`src/rtl/fetch_pkg.sv`:
```
`default_nettype none
// ============================================================================
// Module   : fetch_pkg
// Purpose  : Shared types and constants for the instruction fetch sequencer.
//            - fetch_state_e : sequencer states (IDLE, RUN, HALT)
//            - FIFO_DEPTH    : depth of the decode-facing instruction queue
//            - INSTR_W       : instruction word width
//            - DEFAULT_HALT_INSTR : word that stops fetching by default
// Revision : 1.0 - initial release
// ============================================================================
package fetch_pkg;

    localparam int FIFO_DEPTH = 2;
    localparam int INSTR_W    = 32;

    localparam logic [INSTR_W-1:0] DEFAULT_HALT_INSTR = 32'h0000_0000;

    typedef enum logic [1:0] {
        ST_IDLE = 2'd0,
        ST_RUN  = 2'd1,
        ST_HALT = 2'd2
    } fetch_state_e;

endpackage : fetch_pkg
`default_nettype wire

```
`src/rtl/fetch_queue.sv`:
```
`default_nettype none
// ============================================================================
// Module   : fetch_queue
// Purpose  : Two-entry FIFO of {pc, instruction} pairs feeding decode.
//            Flush empties the queue and wins over a same-cycle push.
// Ports    : clk, rst_n        - clock, asynchronous active-low reset
//            flush_i           - discard all entries
//            push_i, push_pc_i, push_instr_i - write one entry
//            pop_i             - remove head entry
//            head_pc_o, head_instr_o - head entry contents
//            count_o           - number of stored entries (0..2)
// Revision : 1.0 - initial release
// ============================================================================
module fetch_queue
    import fetch_pkg::*;
#(
    parameter int ADDR_W = 32
) (
    input  logic               clk,
    input  logic               rst_n,
    input  logic               flush_i,
    input  logic               push_i,
    input  logic [ADDR_W-1:0]  push_pc_i,
    input  logic [INSTR_W-1:0] push_instr_i,
    input  logic               pop_i,
    output logic [ADDR_W-1:0]  head_pc_o,
    output logic [INSTR_W-1:0] head_instr_o,
    output logic [1:0]         count_o
);

    logic [ADDR_W-1:0]  pc_q    [FIFO_DEPTH];
    logic [INSTR_W-1:0] instr_q [FIFO_DEPTH];
    // One-bit pointers: the queue is exactly two entries deep.
    logic               rd_ptr_q;
    logic               wr_ptr_q;
    logic [1:0]         count_q;

    always_ff @(posedge clk or negedge rst_n) begin
        if (!rst_n) begin
            for (int i = 0; i < FIFO_DEPTH; i++) begin
                pc_q[i]    <= '0;
                instr_q[i] <= '0;
            end
            rd_ptr_q <= 1'b0;
            wr_ptr_q <= 1'b0;
            count_q  <= 2'd0;
        end else if (flush_i) begin
            rd_ptr_q <= 1'b0;
            wr_ptr_q <= 1'b0;
            count_q  <= 2'd0;
        end else begin
            if (push_i) begin
                pc_q[wr_ptr_q]    <= push_pc_i;
                instr_q[wr_ptr_q] <= push_instr_i;
                wr_ptr_q          <= ~wr_ptr_q;
            end
            if (pop_i) begin
                rd_ptr_q <= ~rd_ptr_q;
            end
            count_q <= count_q + {1'b0, push_i} - {1'b0, pop_i};
        end
    end

    assign head_pc_o    = pc_q[rd_ptr_q];
    assign head_instr_o = instr_q[rd_ptr_q];
    assign count_o      = count_q;

endmodule : fetch_queue
`default_nettype wire

```
`src/rtl/instr_fetch_ctrl.sv`:
```
`default_nettype none
// ============================================================================
// Module   : instr_fetch_ctrl
// Purpose  : Fetch sequencer. Owns the PC, issues word reads to a synchronous
//            instruction ROM (1-cycle latency), buffers responses in a
//            two-entry queue and presents them to decode over valid/ready.
//            Handles branch redirects and stops fetching at a halt word.
// Ports    : clk, rst_n            - clock, asynchronous active-low reset
//            enable_i              - leave IDLE and start fetching
//            imem_req_o/imem_addr_o- ROM read strobe and word address
//            imem_rdata_i          - ROM data, valid the cycle after a request
//            instr_o/instr_pc_o/instr_valid_o, instr_ready_i - decode handshake
//            redirect_valid_i/redirect_pc_i - taken branch / jump target
//            halted_o              - halted and all instructions delivered
// Revision : 1.0 - initial release
// ============================================================================
module instr_fetch_ctrl
    import fetch_pkg::*;
#(
    parameter int                 ADDR_W     = 32,
    parameter logic [ADDR_W-1:0]  RESET_PC   = '0,
    parameter logic [INSTR_W-1:0] HALT_INSTR = DEFAULT_HALT_INSTR
) (
    input  logic               clk,
    input  logic               rst_n,
    input  logic               enable_i,
    output logic               imem_req_o,
    output logic [ADDR_W-3:0]  imem_addr_o,
    input  logic [INSTR_W-1:0] imem_rdata_i,
    output logic [INSTR_W-1:0] instr_o,
    output logic [ADDR_W-1:0]  instr_pc_o,
    output logic               instr_valid_o,
    input  logic               instr_ready_i,
    input  logic               redirect_valid_i,
    input  logic [ADDR_W-1:0]  redirect_pc_i,
    output logic               halted_o
);

    fetch_state_e      state_q, state_d;
    logic [ADDR_W-1:0] pc_q, pc_d;
    logic              inflight_q, inflight_d;
    logic [ADDR_W-1:0] inflight_pc_q, inflight_pc_d;

    logic [1:0]         q_count;
    logic [ADDR_W-1:0]  q_head_pc;
    logic [INSTR_W-1:0] q_head_instr;

    logic arrive;
    logic use_bypass;
    logic out_valid;
    logic take;
    logic q_push;
    logic q_pop;
    logic halt_hit;
    logic credit_ok;
    logic issue;

    // Redirect targets are word aligned; the low bits carry no information.
    logic unused_redirect_lsbs;
    assign unused_redirect_lsbs = ^redirect_pc_i[1:0];

    // A response is only kept while running; after the halt word has been
    // seen anything still returning from memory is discarded.
    assign arrive     = inflight_q && (state_q == ST_RUN);
    // With an empty queue the arriving word is shown to decode directly, so
    // a request in cycle N is visible to decode in cycle N+1.
    assign use_bypass = arrive && (q_count == 2'd0);
    assign out_valid  = (q_count != 2'd0) || arrive;
    assign take       = out_valid && instr_ready_i;
    assign q_pop      = take && (q_count != 2'd0);
    assign q_push     = arrive && !(take && (q_count == 2'd0));
    assign halt_hit   = arrive && (imem_rdata_i == HALT_INSTR);

    // Stored entries plus the in-flight word never exceed the queue depth.
    assign credit_ok  = ({1'b0, q_count} + {2'b00, inflight_q}) < 3'(FIFO_DEPTH);
    // No speculative fetch past a halt word.
    assign issue      = (state_q == ST_RUN) && credit_ok && !redirect_valid_i && !halt_hit;

    always_comb begin
        state_d       = state_q;
        pc_d          = pc_q;
        inflight_d    = issue;
        inflight_pc_d = inflight_pc_q;

        if (issue) begin
            pc_d          = pc_q + ADDR_W'(4);
            inflight_pc_d = pc_q;
        end

        case (state_q)
            ST_IDLE: if (enable_i) state_d = ST_RUN;
            ST_RUN:  if (halt_hit) state_d = ST_HALT;
            ST_HALT: state_d = ST_HALT;
            default: state_d = ST_IDLE;
        endcase

        // Redirect overrides everything; in IDLE it only preloads the PC.
        if (redirect_valid_i) begin
            pc_d    = {redirect_pc_i[ADDR_W-1:2], 2'b00};
            state_d = (state_q == ST_IDLE) ? ST_IDLE : ST_RUN;
        end
    end

    always_ff @(posedge clk or negedge rst_n) begin
        if (!rst_n) begin
            state_q       <= ST_IDLE;
            pc_q          <= RESET_PC;
            inflight_q    <= 1'b0;
            inflight_pc_q <= '0;
        end else begin
            state_q       <= state_d;
            pc_q          <= pc_d;
            inflight_q    <= inflight_d;
            inflight_pc_q <= inflight_pc_d;
        end
    end

    fetch_queue #(
        .ADDR_W (ADDR_W)
    ) u_queue (
        .clk          (clk),
        .rst_n        (rst_n),
        .flush_i      (redirect_valid_i),
        .push_i       (q_push),
        .push_pc_i    (inflight_pc_q),
        .push_instr_i (imem_rdata_i),
        .pop_i        (q_pop),
        .head_pc_o    (q_head_pc),
        .head_instr_o (q_head_instr),
        .count_o      (q_count)
    );

    assign imem_req_o    = issue;
    assign imem_addr_o   = pc_q[ADDR_W-1:2];
    assign instr_valid_o = out_valid;
    assign instr_o       = use_bypass ? imem_rdata_i  : q_head_instr;
    assign instr_pc_o    = use_bypass ? inflight_pc_q : q_head_pc;
    assign halted_o      = (state_q == ST_HALT) && (q_count == 2'd0);

endmodule : instr_fetch_ctrl
`default_nettype wire

```
`config.mk`:
```
export PLATFORM = sky130hd
export DESIGN_NAME = instr_fetch_ctrl
export DESIGN_NICKNAME = d
export VERILOG_FILES = /design/src/rtl/fetch_pkg.sv /design/src/rtl/fetch_queue.sv /design/src/rtl/instr_fetch_ctrl.sv
export SDC_FILE = /design/constraint.sdc
export NUM_CORES = 1
export LEC_CHECK = 0
export BUFFER_PORTS_ARGS = -buffer_cell sky130_fd_sc_hd__buf_2
export CAP_MARGIN = 20
export CORE_MARGIN = 2
export CORE_UTILIZATION = 60
export DETAILED_ROUTE_END_ITERATION = 10
export GPL_ROUTABILITY_DRIVEN = 0
export MAX_ROUTING_LAYER = met4
export PLACE_DENSITY = 0.84
export SYNTH_ARGS = -nofsm -noshare
export SYNTH_HDL_FRONTEND = slang
export SYNTH_HIERARCHICAL = 1
export SYNTH_SLANG_ARGS = --single-unit
```
`constraint.sdc`:
```
create_clock -name clk -period 6.8 [get_ports clk]
set_input_delay 2.04 -clock clk [delete_from_list [all_inputs] [get_ports clk]]
set_output_delay 2.04 -clock clk [all_outputs]
set_load 0.02 [all_outputs]
```
[Word level (Yosys, flattened, before mapping)]
Index checks and enable logic that the tools add are counted.
Word-level totals
  flip-flop bits (word level): 199
  latch bits: 0
  RAM bits: 0
  bits in read-only memories: 0
  input port bits: 69
  output and inout bits: 97
  logic and storage cells: 77
  memories kept: 0
Cells by class
  $add $sub $neg: 4
  $mul: 0
  div/mod/pow operators: 0
  $lt $le $gt $ge: 4
  equal/unequal tests: 4
  shift operators: 0
  muxes and demuxes: 24
  bitwise gates (word level): 5
  reductions and logical operators: 25
Operators by type and width (count)
  32-bit two-way mux: 11
  64-bit bitwise mux: 2
  32-bit by 3-bit adder with 32-bit output, second input constant: 1
  32-bit demux with 1-bit select: 1
  32-bit logical NOT: 1
  1-bit logical AND: 12
  2-bit two-way mux: 4
  2-bit nonzero test: 4
  3-bit != test, second input constant: 2
  2-bit one-hot mux with 3 select lines: 1
  1-bit two-way mux: 5
  2-bit greater-or-equal comparator, second input constant: 2
  2-bit logical NOT: 2
  1-bit inverter with 2-bit output: 2
  2-bit AND reduction: 2
  2-bit by 1-bit adder with 3-bit output: 1
  1-bit logical NOT: 3
  3-bit by 2-bit less-than comparator with 1-bit output, second input constant: 1
  1-bit inverter: 3
  2-bit by 1-bit adder with 2-bit output: 1
  2-bit by 1-bit == test with 1-bit output, second input constant: 1
  2-bit == test, second input constant: 1
  2-bit by 1-bit less-than comparator with 1-bit output, second input constant: 1
  2-bit by 1-bit subtractor with 2-bit output: 1
  1-bit logical OR: 1

[Logic depth before layout (Yosys ltp)]
  word-level depth: 10
  gate-level depth with buffers: 8
  gate-level depth less buffers: 7

[By module]
Netlist, hierarchy kept.
Modules (own cells, without submodules)
  fetch_queue: instances 1, cells an instance 358, area each 6048.3 sq um, sequential area each 3303.2 sq um
  instr_fetch_ctrl: instances 1, cells an instance 399, area each 4150.2 sq um, sequential area each 1576.5 sq um

[Worst setup path before layout]
No wires, ideal clock.
  path kind: input to output
  start: in imem_rdata_i[25]
  end: out imem_req_o
  arrival time: 3370 ps
  required time: 4760 ps
  slack: 1390 ps
  stages on the path: 6
  path buffers: 1
  cell sequence: nor4_2 -> nand4_4 -> o31ai_4 -> or2b_2 -> buf_4 -> inv_1
Between the ends
  word-level cells in the longest chain between the ends: 4
RTL lines
  start, declared: line instr_fetch_ctrl.sv:29  | input logic [INSTR_W-1:0] imem_rdata_i,
  32-bit logical NOT: line instr_fetch_ctrl.sv:72  | assign halt_hit = arrive && (imem_rdata_i == HALT_INSTR);
  1-bit logical AND: line instr_fetch_ctrl.sv:72
  1-bit logical NOT: line instr_fetch_ctrl.sv:77  | assign issue = (state_q == ST_RUN) && credit_ok && !redirect_valid_i && !halt_hit;
  1-bit logical AND: line instr_fetch_ctrl.sv:77
  end, declared: line instr_fetch_ctrl.sv:27  | output logic imem_req_o,
No other way between the ends.

[Worst setup path after layout]
  start: in imem_rdata_i[22]
  end: out imem_req_o
Same word-level chain as after synthesis.

==> metrics.yaml <==
grt_use_met1_pct: 35.34
clock_path_buffers: 2
slew_headroom_pct: 31.57
clockPowerShare_pct: 22.1
synth_cells: 757
overflow: 0
rsz0062_at_grt: "false"
worstSetupStartpointType: "input port"
cap_violations: 0
cts.sinks: 195
r2r-end: "u_queue/instr_q[33]"
r2r-start: "state_q[1]"
cts-resized-gates: 0
place_ws_ns: 0.9853
cp_max_fo: 9
finalWorstSetupSlack_ns: 0.9389
synthXorXnorAreaFrac_pct: 0.7361
fp.dieArea_um2: 18060
mostFrequentLayoutCell: "dfrtp_1"
use_met2_pct: 41.67
finalClockSkew_ns: 0.01422
antenna_found_initial: 2
dp.cells: 1112
holdWs_ns: 0.4845
synth_edf_count: 0
die_w_um: 134.4
r2r_cells: 7
min_path_cells: 1
cts_max_level: 4
avgSynthCellArea_um2: 13.47
finalHoldViolCount: 0
first_pass_iters: 5
finalSetupViolations: 0
ir_drop_mv: 0.2027
grt_max_degree: 91
path_clk_slew_ns: 0.07
cts_setup_buffers: 0
cp.arrival_ns: 3.82
tns_ns: 0
drt_wl_total_um: 22660
r2r_slack_ns: 4.18
synth_compound_area_share_pct: 4.772
place_area_um2: 11060
power.switching_mw: 1.700
floorplan.initialDensity_pct: 61.50
grt_pass1_wl_um: 36540
drtIter0Drc: 326
yosys.area_share.simple_pct: 8.428
cts_buffers: 17
yosysSeqAreaShare_pct: 47.85
clkLatencyLatePin_ns: 0.43
worst_pin_slew_ns: 1.025
synthAdderAreaFrac_pct: 0.7361
ys_seq_elements: 195
vias_per_cell: 5.962
cts_tree: "done"
die_y_um: 134.4
critPathRequiredTime_ns: 4.76
utilization_pct: 70.63
cp_cell_sequence: "buf_2 -> nor4_1 -> nand3_2 -> o31ai_4 -> or2b_2 -> inv_1 -> buf_2"
vias: 6838
intPower_mw: 3.097
grt_pass1_vias: 6853
cp_common_cell: "buf_2"
period_minus_slack_ns: 5.861
p_per_area_nw_per_um2: 409.6
slowest_delay_ns: 0.62
gr-max-usage-layer: "met2"
drive_gt1_share_pct: 51.57
synthArstFlopShare_pct: 100.0
hold_class: "reg -> reg"
synth_area_um2: 10200
cts_hold_buf: 0
grt_use_total_pct: 26.46
status: "completed"
fin_nets: 987
min_from: "u_queue/pc_q[53]"
layout.cells.non_filler: 1147
switching_share_pct: 35.44
fp.coreArea_um2: 16580
clock.fmax_mhz: 170.6
drc_errors: 0
cp-end-kind: "output port"
dp_hpwl_um: 14630
fillerInstances: 1143
final_cell_mix: "194 x dfrtp_1, 190 x mux2_2, 162 x buf_2"
finalCritPeriodShare_pct: 86.19
ys_warn_count: 6
wl_per_cell_um: 19.75
critPathSlowestCell: "nor4_1"
finalMaxSlewViolations: 0
synthMuxAreaShare_pct: 33.42
synth_ff_type: "dfrtp_1"
io_pins: 166
drtAntennaViolNets: 0
crit_type: "in -> out"
hold_end: "u_queue/pc_q[53]"
p_total_mw: 4.797
yosysUniqueCellTypes: 62
area.growth.synth_to_final_pct: 14.84
p_seq_share_pct: 37.3
num_rows: 47
synth_top_family_by_area: "multiplexers"
port_buffers: 163
grt_use_met3_pct: 5.669
cts_root_buf: "clkbuf_16"
final_area_um2: 11710
p_comb_share_pct: 40.6
p_leak_nw: 5.621
cells in the mapped netlist, types with 3 or more instances:
master / n / area, µm²
and3_1: 3 / 18.77
xor2_1: 3 / 26.28
nor2b_1: 10 / 62.56
nand3_1: 21 / 105.1
a22oi_1: 7 / 52.55
dfrtp_1: 195 / 4880
mux2_4: 60 / 900.9
mux2_1: 30 / 337.8
mux2i_1: 3 / 30.03
o31ai_1: 4 / 30.03
nor2_1: 27 / 101.4
mux2_2: 190 / 2140
inv_1: 10 / 37.54
xnor2_1: 3 / 26.28
nor3_1: 3 / 15.01
buf_2: 13 / 65.06
nand2_1: 30 / 112.6
nand4_1: 6 / 37.54
o21ai_0: 21 / 105.1
or3_1: 7 / 43.79
o311ai_2: 3 / 48.80
buf_12: 6 / 120.1
a221o_1: 4 / 40.04
clkbuf_1: 8 / 30.03
a31oi_1: 10 / 62.56
ha_1: 6 / 75.07
or4_1: 11 / 82.58
nor4_1: 8 / 50.05
buf_6: 12 / 135.1
flip-flops by register name, indices dropped and copies added, names as in the netlist:
signal            flops
state_q               2
u_queue/instr_q      64
inflight_pc_q        30
u_queue/pc_q         64
inflight_q            1
pc_q                 30
u_queue/wr_ptr_q      1
u_queue/count_o       2
u_queue/rd_ptr_q      1
logic make-up (layout without fill, tap and decap cells):
kind of cell,count (synthesis),count (layout)
XOR/XNOR,7,7
multiplexers,283,283
AO/OA/AOI/OAI,65,65
buffers and inverters,53,218
adder cells (fa/ha/maj),6,6
other,1,6
flip-flops,195,195
AND/OR/NAND/NOR,147,147
power groups by stage:
| stage | registers [mW] | clock network, mW | logic, mW |
|---|---|---|---|
| finish | 1.79 | 1.06 | 1.95 |
| global route | 1.84 | 1.13 | 2.09 |
| CTS | 1.79 | 1.08 | 1.96 |
| detailed placement | 1.80 | 0 | 1.94 |
| global placement | 1.78 | 0 | 1.90 |
| floorplan | 1.72 | 0 | 1.46 |
how the worst max path moves through the flow:
stage                 end  slack, ns        startpoint  cells past startpoint
2_1_floorplan  imem_req_o       1.39  imem_rdata_i[25]                      6
3_3_place_gp   imem_req_o        1.0   imem_rdata_i[4]                      7
3_5_place_dp   imem_req_o       0.99   imem_rdata_i[4]                      7
4_1_cts        imem_req_o       0.98   imem_rdata_i[4]                      7
5_1_grt        imem_req_o       0.89   imem_rdata_i[4]                      7
6_report       imem_req_o       0.94  imem_rdata_i[22]                      7
layer usage:
| layer | wire length [µm] | share of wire, % | up-vias |
|---|---|---|---|
| li1 | - | - | 3100 |
| met4 | 288 | 1.3 | 0 |
| met5 | 0 | 0 | - |
| met3 | 1458 | 6.4 | 29 |
| met2 | 10890 | 48 | 249 |
| met1 | 10020 | 44 | 3460 |
layout make-up:
| type | count | area [µm²] | share of cell area, % |
|---|---|---|---|
| Inverter | 11 | 41.29 | 0.3525 |
| Timing Repair Buffer | 175 | 947.2 | 8.087 |
| Sequential cell | 195 | 4881 | 41.67 |
| Clock inverter | 9 | 142.6 | 1.218 |
| Tap cell | 220 | 275.3 | 2.350 |
| Clock buffer | 23 | 488.0 | 4.166 |
| Multi-Input combinational cell | 512 | 4932 | 42.11 |
| Antenna cell | 2 | 5.005 | 0.04273 |
critical path, delay by kind of cell:
| family | cells | cell delay (ns) |
|---|---|---|
| buf+inv | 3 | 0.33 |
| compound gates | 1 | 0.31 |
| simple gates | 3 | 1.14 |
Power figures use the tool's default switching activity.
